<file path="src/rtl/byte_word_packer_pkg.sv">
// Shared definitions for the byte-to-word packer receive path.
//   BYTE_W   : width of one incoming byte lane
//   state_t  : packer state (COLLECT accepting bytes, PENDING waiting on hold)
//   lane_idx : maps arrival order k to the word lane it occupies
package byte_word_packer_pkg;

  localparam int BYTE_W = 8;

  typedef enum logic {
    COLLECT = 1'b0,
    PENDING = 1'b1
  } state_t;

  // le=1: first byte in lane 0 (word[7:0]); le=0: first byte in the top lane.
  function automatic int lane_idx(input int k, input int bytes, input bit le);
    return le ? k : (bytes - 1 - k);
  endfunction

endpackage

</file>
<file path="src/rtl/packer_timeout.sv">
// Idle counter for partial-word receive paths.
//   clk, rst : clock, async active-high reset
//   clr      : force the count to zero (takes priority over en and fire)
//   en       : count one idle cycle
//   fire     : combinational; high on the cycle whose edge would reach LIMIT
// LIMIT=0 disables the counter entirely (fire never asserts, count held at 0).
module packer_timeout #(
  parameter int LIMIT = 0,
  parameter int W     = 16
) (
  input  logic clk,
  input  logic rst,
  input  logic clr,
  input  logic en,
  output logic fire
);

  logic [W-1:0] cnt;

  // The edge that takes the count to LIMIT is the firing edge, so compare
  // against LIMIT-1; the count is recycled on that same edge.
  assign fire = (LIMIT != 0) && en && !clr && (cnt == W'(LIMIT - 1));

  always_ff @(posedge clk or posedge rst) begin
    if (rst)                              cnt <= '0;
    else if (clr || fire || (LIMIT == 0)) cnt <= '0;
    else if (en)                          cnt <= cnt + W'(1);
  end

endmodule

</file>
<file path="src/rtl/byte_word_packer.sv">
// Packs BYTES bytes from a valid/ready byte stream into one word and presents
// it with a one-cycle load strobe for an external enabled holding register.
//   clk, rst : clock, async active-high reset
//   byte_in, byte_vld, byte_rdy : byte stream handshake (byte_rdy comb.)
//   hold     : downstream busy; defers word_en while high
//   word_out : assembled word, registered, loaded only on completion
//   word_en  : one-cycle load strobe
//   to_err   : one-cycle pulse when a stale partial word is discarded
//   byte_cnt : bytes currently held in the partial word
module byte_word_packer
  import byte_word_packer_pkg::*;
#(
  parameter  int BYTES         = 4,
  parameter  bit LITTLE_ENDIAN = 1'b1,
  parameter  int TIMEOUT_CYC   = 0,
  parameter  int TO_W          = 16,
  localparam int CW            = $clog2(BYTES + 1),
  localparam int WW            = BYTE_W * BYTES
) (
  input  logic              clk,
  input  logic              rst,
  input  logic [BYTE_W-1:0] byte_in,
  input  logic              byte_vld,
  output logic              byte_rdy,
  input  logic              hold,
  output logic [WW-1:0]     word_out,
  output logic              word_en,
  output logic              to_err,
  output logic [CW-1:0]     byte_cnt
);

  state_t                         state;
  logic [BYTES-1:0][BYTE_W-1:0]   shadow, shadow_nxt;
  logic                           xfer, last, to_en, to_clr, to_fire;

  assign byte_rdy = (state == COLLECT);
  assign xfer     = byte_vld && byte_rdy;
  assign last     = (byte_cnt == CW'(BYTES - 1));

  // Idle counting only while a partial word is held and nothing arrives.
  assign to_en  = (state == COLLECT) && (byte_cnt != '0) && !xfer;
  assign to_clr = (state != COLLECT) || (byte_cnt == '0) || xfer;

  packer_timeout #(
    .LIMIT (TIMEOUT_CYC),
    .W     (TO_W)
  ) u_timeout (
    .clk  (clk),
    .rst  (rst),
    .clr  (to_clr),
    .en   (to_en),
    .fire (to_fire)
  );

  // Shadow with the incoming byte merged in; on the last byte this is the
  // complete word, so word_out is loaded in one shot and never seen partial.
  always_comb begin
    shadow_nxt = shadow;
    for (int i = 0; i < BYTES; i++)
      if (lane_idx(int'(byte_cnt), BYTES, LITTLE_ENDIAN) == i) shadow_nxt[i] = byte_in;
  end

  always_ff @(posedge clk or posedge rst) begin
    if (rst) begin
      state    <= COLLECT;
      byte_cnt <= '0;
      shadow   <= '0;
      word_out <= '0;
      word_en  <= 1'b0;
      to_err   <= 1'b0;
    end else begin
      word_en <= 1'b0;
      to_err  <= 1'b0;
      case (state)
        COLLECT: begin
          if (xfer) begin
            if (last) begin
              byte_cnt <= '0;
              shadow   <= '0;
              word_out <= shadow_nxt;
              if (hold) state   <= PENDING;
              else      word_en <= 1'b1;
            end else begin
              byte_cnt <= byte_cnt + CW'(1);
              shadow   <= shadow_nxt;
            end
          end else if (to_fire) begin
            byte_cnt <= '0;
            shadow   <= '0;
            to_err   <= 1'b1;
          end
        end
        PENDING: begin
          if (!hold) begin
            word_en <= 1'b1;
            state   <= COLLECT;
          end
        end
        default: state <= COLLECT;
      endcase
    end
  end

endmodule

</file>
<file path="config.mk">
export PLATFORM = sky130hd
export DESIGN_NAME = byte_word_packer
export DESIGN_NICKNAME = d
export VERILOG_FILES = /design/src/rtl/byte_word_packer_pkg.sv /design/src/rtl/packer_timeout.sv /design/src/rtl/byte_word_packer.sv
export SDC_FILE = /design/constraint.sdc
export NUM_CORES = 1
export LEC_CHECK = 0
export ABC_CLOCK_PERIOD_IN_PS = 2550
export BUFFER_PORTS_ARGS = -buffer_cell sky130_fd_sc_hd__buf_2
export CAP_MARGIN = 20
export CELL_PAD_IN_SITES_DETAIL_PLACEMENT = 0
export CELL_PAD_IN_SITES_GLOBAL_PLACEMENT = 2
export CORE_AREA = 2 2 90 92
export DETAILED_ROUTE_END_ITERATION = 12
export DIE_AREA = 0 0 92 94
export PLACE_DENSITY = 0.85
export SLEW_MARGIN = 20
export SYNTH_ARGS = -nofsm -noshare
export SYNTH_HDL_FRONTEND = slang
export SYNTH_SLANG_ARGS = --single-unit
</file>
<file path="constraint.sdc">
create_clock -name clk -period 2.55 [get_ports clk]
set_input_delay 0.51 -clock clk [delete_from_list [all_inputs] [get_ports clk]]
set_output_delay 0.51 -clock clk [all_outputs]
set_load 0.005 [all_outputs]
</file>
==> results.ini, run 1 <==
[cells_and_area]
syn2layout_area_growth_pct = 18.9
multi_input_area_um2 = 996
n_fill_cell = 752
seq_area_mm2 = 0.00153
drive_above_1_share_pct = 29.0
antenna_cells = 0
fin_nets = 283

[cts]
postCtsHoldBufs = 0
postCtsSetupRepairBufs = 0
clockRootBuffer = clkbuf_8
htreeDepth = 3
cts_buffers = 9
path_clk_slew_ns = 0.07
tritoncts = done
cts_sinks = 61
cts_resized = 0
cts_buffer_depth = 2
clk_latency_ns = 0.34

[power_and_ir_drop]
clockPowerShare_pct = 24.8
p_leak_nw = 1.50
finalPower_mw = 4.15
power.density_mw_per_mm2 = 1310
seq_power_share_pct = 40.5
p_sw_mw = 1.33
ir_drop_uv = 413
switching_share_pct = 32.1
p_int_mw = 2.82
p_comb_share_pct = 34.7

[timing]
setup_viol = 0
rsz0062_at_grt = false
worst_slew_pin_slew_ns = 0.765
post-route-period-util_pct = 76.8
skew_ns = 0.00590
whs_ns = 0.334
finalHoldViolations = 0
max_freq_ghz = 0.511
fin_tns_setup_ns = 0
setup_slack_ns = 0.593
timing.final.max_slew_violations = 0
finalCriticalPeriod_ns = 1.96
timing.slew.headroom_pct = 49.0

[setup_path]
cp.required_ns = 2.77
crit_path_end_kind = register
crit_fanout = 48
cp-start-kind = register
crit_arrival_ns = 2.18
r2r_cells = 3
r2r_start = byte_cnt[0]$_DFFE_PP0P_
worstSetupPathType = reg2reg
ff2ff_setup_slack_ns = 0.59
r2r-end = word_out[28]$_DFFE_PP0P_

[global_route]
grt_pass1_vias = 1788
grt_pass1_wl_mm = 9.07
grt-ovfl-total = 0
antenna_found_initial = 0
grt_max_degree = 62
track_usage_pct = 13.8

[placed_design]
place_hpwl_mm = 3.66
pre_cts_ws_ns = 0.598
port_buffers = 48
gp_congestion = 0.708

[synth]
synth_edf_count = 0
yosysTopAreaCell = dfrtp_1
synthTopCellsByCount = dfrtp_1, nor2_1, mux2i_1, a21oi_1, a22o_1
synthTopCellsByArea = dfrtp_1, mux2i_1, a22o_1
synth_cells = 220
async_flop_share_pct = 100
synth_most_common_cell = dfrtp_1
yosysTopAreaCellShare_pct = 57.2
synth_area_mm2 = 0.00267
yosysWarnings = 0
synth-seq-cells = 61
ys_seq_area_share_pct = 57.2
synth_flop_cell = dfrtp_1
yosysUniqueCellTypes = 28
syn_avg_cell_area_um2 = 12.1
syn_nets = 236

[drt]
drtIter0Drc = 106
ant_nets = 0
routedWlPerCell_um = 14.7
drc = 0
via_per_inst = 4.75
routed_wirelength_mm = 5.51
routed-via-count = 1777
dr.pass1.iters = 4

[floorplan]
die_h_um = 94
die_area_mm2 = 0.00865
boundaryPins = 50
die_w_um = 92
core_mm2 = 0.00761
start_util_pct = 35.1
rows = 32

[status]
status = completed

[hold_path]
min_from = hold
hold_path_class = in2reg
holdPathEnd = word_en$_DFF_PP0_
min_path_cells = 2

[job]
maxCapViolCount = 0

[routing by layer]
layer	routed length, um	track usage, %	vias up
met5	0	0	-
met4	55	4.10	0
met3	300	5.30	7
met2	2480	21.6	42
met1	2670	17.8	856
li1	-	-	872
[placed cells by master, fill, tap and decap left out, types with 4 or more instances in the layout]
cell	netlist	final
a21oi_1	24	24
mux2i_1	25	25
nor2_1	26	26
buf_2	5	48
mux2_2	7	7
dfrtp_1	61	61
nor2b_1	5	5
a22o_1	21	21
ha_1	4	4
o21ai_0	4	4
clkbuf_8	0	9
inv_1	6	5
[through the flow]
step / instances / cell area [um2] / util (%)
2_1_floorplan: 220 / 2670 / -
3_3_place_gp: 358 / 2940 / 38.6
3_5_place_dp: 358 / 2940 / 38.6
4_1_cts: 374 / 3170 / 41.7
5_1_grt: 374 / 3170 / 41.7
6_report: 374 / 3170 / 41.7
[flip-flops by register name (all words and copies together) (netlist names)]
| register | cells |
|---|---|
| shadow | 24 |
| byte_cnt | 3 |
| state | 1 |
| word_en | 1 |
| word_out | 32 |
[power groups by stage]
stage	Combinational, mW	Sequential [mW]	Clock (mW)
after floorplan	1.00	1.69	0
after global placement	1.44	1.69	0
after detailed placement	1.46	1.70	0
after CTS	1.46	1.69	1.05
after global routing	1.62	1.75	1.09
final	1.44	1.68	1.03
[worst max-delay path by stage]
stage	from	endpoint	slack [ns]	depth (start not counted)
after floorplan	rst	byte_cnt[0]$_DFFE_PP0P_	0.53	1
after global placement	byte_cnt[0]$_DFFE_PP0P_	word_out[29]$_DFFE_PP0P_	0.67	3
after detailed placement	byte_cnt[0]$_DFFE_PP0P_	word_out[30]$_DFFE_PP0P_	0.60	3
after CTS	byte_cnt[0]$_DFFE_PP0P_	word_out[30]$_DFFE_PP0P_	0.59	3
after global routing	byte_cnt[0]$_DFFE_PP0P_	word_out[21]$_DFFE_PP0P_	0.42	5
final	byte_cnt[0]$_DFFE_PP0P_	word_out[28]$_DFFE_PP0P_	0.59	3
[area by class of cell]
class | count | share of cell area [%]
Sequential cell | 61 | 48.1
Inverter | 6 | 0.710
Tap cell | 102 | 4.02
Clock buffer | 10 | 4.02
Clock inverter | 6 | 3.51
Timing Repair Buffer | 51 | 8.28
Multi-Input combinational cell | 138 | 31.4
[worst max-delay path, cell delays in order (launching register included)]
cell and delay (ns):
dfrtp_1 0.41, ha_1 0.35, and4bb_4 0.67, mux2_2 0.40
[kinds of logic (layout without fill, tap and decap cells)]
logic type | count (synthesis) | in the layout | synth area share (%)
flip-flops | 61 | 61 | 57.2
AO/OA/AOI/OAI | 57 | 57 | 13.9
AND/OR/NAND/NOR | 43 | 43 | 8.48
multiplexers | 33 | 33 | 12.9
buffers and inverters | 21 | 73 | 5.53
adder cells (fa/ha/maj) | 4 | 4 | 1.87
other | 1 | 1 | 0.140
No activity file was read; power rests on OpenSTA's default activity.
==> run 2: changes to the inputs <==
--- a/config.mk
+++ b/config.mk
@@ -5,15 +5,16 @@
 export SDC_FILE = /design/constraint.sdc
 export NUM_CORES = 1
 export LEC_CHECK = 0
-export ABC_CLOCK_PERIOD_IN_PS = 2550
+export ABC_AREA = 1
+export ABC_CLOCK_PERIOD_IN_PS = 1700
 export BUFFER_PORTS_ARGS = -buffer_cell sky130_fd_sc_hd__buf_2
 export CAP_MARGIN = 20
 export CELL_PAD_IN_SITES_DETAIL_PLACEMENT = 0
 export CELL_PAD_IN_SITES_GLOBAL_PLACEMENT = 2
-export CORE_AREA = 2 2 90 92
+export CORE_AREA = 2 2 103 105
 export DETAILED_ROUTE_END_ITERATION = 12
-export DIE_AREA = 0 0 92 94
-export PLACE_DENSITY = 0.85
+export DIE_AREA = 0 0 105 107
+export PLACE_DENSITY = 0.81
 export SLEW_MARGIN = 20
 export SYNTH_ARGS = -nofsm -noshare
 export SYNTH_HDL_FRONTEND = slang
==> constraint.sdc (replaced) <==
create_clock -name clk -period 1.7 [get_ports clk]
set_input_delay 0.34 -clock clk [delete_from_list [all_inputs] [get_ports clk]]
set_output_delay 0.34 -clock clk [all_outputs]
set_load 0.005 [all_outputs]
==> run 2 against run 1 <==
Effect of this change: first-iteration DRC count shrank 3.8%; sequential cell count is the same; routed wire length grew 28%; clock skew grew 0.0078 ns; critical path type unchanged; sequential power grew 42%; hold slack lost 0.27 ns; total power grew 41%; register-to-register slack lost 0.41 ns; combinational power grew 46%; synthesized area grew 3.8%; count of clock-buffer cells in the layout grew 1.
==> results.ini, run 2 <==
[placed_design]
port_buffers = 48  ; unchanged
gp_congestion = 0.726  ; +2.6%
pre_cts_ws_ns = 0.174  ; -0.424 ns
dpl.cell_count = 528  ; +47%
dpl-instance-area_mm2 = 0.00316  ; +7.6%
place_hpwl_mm = 4.60  ; +26%

[power_and_ir_drop]
power.density_mw_per_mm2 = 1730  ; +32%
ir_drop_uv = 711  ; +72%
p_leak_nw = 1.95  ; +31%
finalPower_mw = 5.83  ; +41%

[timing]
fin_tns_setup_ns = 0  ; unchanged
setup_slack_ns = 0.184  ; -0.409 ns
timing.final.max_slew_violations = 0  ; unchanged
whs_ns = 0.0666  ; -0.267 ns
finalHoldViolations = 0  ; unchanged
post-route-period-util_pct = 89.2  ; +12 points
setup_viol = 0  ; unchanged
rsz0062_at_grt = false
max_freq_ghz = 0.660  ; +29%
skew_ns = 0.0137  ; +0.00780 ns
finalCriticalPeriod_ns = 1.52  ; -0.441 ns

[drt]
ant_nets = 0  ; unchanged
routedWlPerCell_um = 13.0  ; -12%
routed_wirelength_mm = 7.06  ; +28%
routed-via-count = 2384  ; +34%
via_per_inst = 4.38  ; -7.8%
drc = 0  ; unchanged
drtIter0Drc = 102  ; -3.8%
dr.pass1.iters = 4  ; unchanged

[cells_and_area]
drive_above_1_share_pct = 20.3  ; -8.7 points
largest_reg_flops = 32  ; unchanged
top_regs = word_out x32, shadow x24, byte_cnt x3
fin_cells = 544  ; +45%
final_cell_area_mm2 = 0.00337  ; +6.1%
finish.utilization_pct = 33.4  ; -8.3 points
fin_nets = 419  ; +48%
final_common_cell = nand2_1
regMostFlops = word_out
antenna_cells = 0  ; unchanged
syn2layout_area_growth_pct = 21.6
mostFrequentLayoutCells = nand2_1, dfrtp_1, buf_2

[setup_path]
crit_fanout = 34  ; -29%
cp.required_ns = 1.89  ; -0.88 ns
r2r_cells = 6  ; +3
crit_arrival_ns = 1.71  ; -0.47 ns
worstSetupPathType = reg2reg
crit_path_end_kind = register
cp-start-kind = register

[global_route]
grt-ovfl-total = 0  ; unchanged
antenna_found_initial = 0  ; unchanged
grt_pass1_vias = 2365  ; +32%
track_usage_pct = 13.6  ; -0.15 points
grt_max_degree = 62  ; unchanged
grt_pass1_wl_mm = 12.0  ; +32%

[synth]
synth-seq-cells = 61  ; unchanged
synth_cells = 351  ; +60%
async_flop_share_pct = 100  ; unchanged
ys_seq_area_share_pct = 55.1  ; -2.1 points
synthTopCellsByArea = dfrtp_1, nand2_1, nand3_1
synth-simple-area-share_pct = 36.9  ; +28 points
synth_compound_area_share_pct = 0.632  ; -13 points
synth.area.mux_share_pct = 0  ; -13 points
yosysTopAreaCell = dfrtp_1
synth_top_family_by_area = simple AND/OR/NAND/NOR gates
yosys.area_share.xor_xnor_pct = 0  ; unchanged
synthAdderAreaFrac_pct = 1.81  ; -0.069 points
yosysUniqueCellTypes = 18  ; -36%
yosysTopAreaCellShare_pct = 55.1  ; -2.1 points
yosysWarnings = 0  ; unchanged
synth_most_common_cell = nand2_1
synth_flop_cell = dfrtp_1
syn_nets = 367  ; +56%
synth_area_mm2 = 0.00277  ; +3.8%
syn_avg_cell_area_um2 = 7.90  ; -35%
synthTopCellsByCount = nand2_1, dfrtp_1, nand3_1, buf_2, inv_1
synth_edf_count = 0  ; unchanged

[floorplan]
start_util_pct = 27.5  ; -7.6 points
boundaryPins = 50  ; unchanged
die_w_um = 105  ; +14%
core_mm2 = 0.0101  ; +33%
rows = 37  ; +16%
die_area_mm2 = 0.0112  ; +30%
die_h_um = 107  ; +14%

[cts]
path_clk_slew_ns = 0.07  ; about the same
cts_sinks = 61  ; unchanged
cts_buffer_depth = 2  ; unchanged
cts_resized = 0  ; unchanged
postCtsSetupRepairBufs = 0  ; unchanged
cts_buffers = 9  ; unchanged
clockRootBuffer = clkbuf_8
postCtsHoldBufs = 0  ; unchanged
tritoncts = done
clk_latency_ns = 0.34  ; about the same
htreeDepth = 3  ; unchanged

[job]
maxCapViolCount = 0  ; unchanged

[hold_path]
hold_path_class = in2async

[status]
status = completed

-- run 2: routing by layer --
layer,share of wire (%),wire [um],global-route usage [%]
met1,46,3280,18.3
met2,48,3370,21.0
met3,4.7,329,3.34
met4,1.1,79,5.81
met5,0,0,0
-- run 2: critical path, stage by stage (launching register included) --
cell and delay (ns):
dfrtp_1 0.43, ha_1 0.23, inv_1 0.10, nor2_4 0.06, nand2_2 0.07, buf_4 0.34, a21boi_0 0.15
-- run 2: power by group --
part | switching [mW] | internal, mW | total (mW)
Combinational | 1.26 | 0.839 | 2.10
Sequential | 0.321 | 2.05 | 2.38
Clock | 0.599 | 0.757 | 1.36
-- run 2: layout make-up --
cell class              count  area, um2
clock buffers              11        151
clock inverters             5       58.8
fillers                  1115       6720
inverters                   8       33.8
multi-input cells         264       1090
flip-flops and latches     61       1530
well taps                 136        170
repair buffers             59        335
-- run 2: worst paths after layout --
path / from / endpoint / slack (ns)
setup / recovery: byte_cnt[0]$_DFFE_PP0P_ / state$_DFF_PP0_ / 0.18
hold / removal: rst / state$_DFF_PP0_ / 0.07
setup reg to reg: byte_cnt[0]$_DFFE_PP0P_ / state$_DFF_PP0_ / 0.18
hold reg to reg: word_out[27]$_DFFE_PP0P_ / word_out[27]$_DFFE_PP0P_ / 0.48
max in group asynchronous: rst / word_out[7]$_DFFE_PP0P_ / 1.34
min in group clk: hold / word_en$_DFF_PP0_ / 0.16
-- run 2: cell families after synthesis --
group,Yosys count
AO/OA/AOI/OAI,3
adder cells (fa/ha/maj),4
flip-flops,61
other,1
buffers and inverters,26
AND/OR/NAND/NOR,256
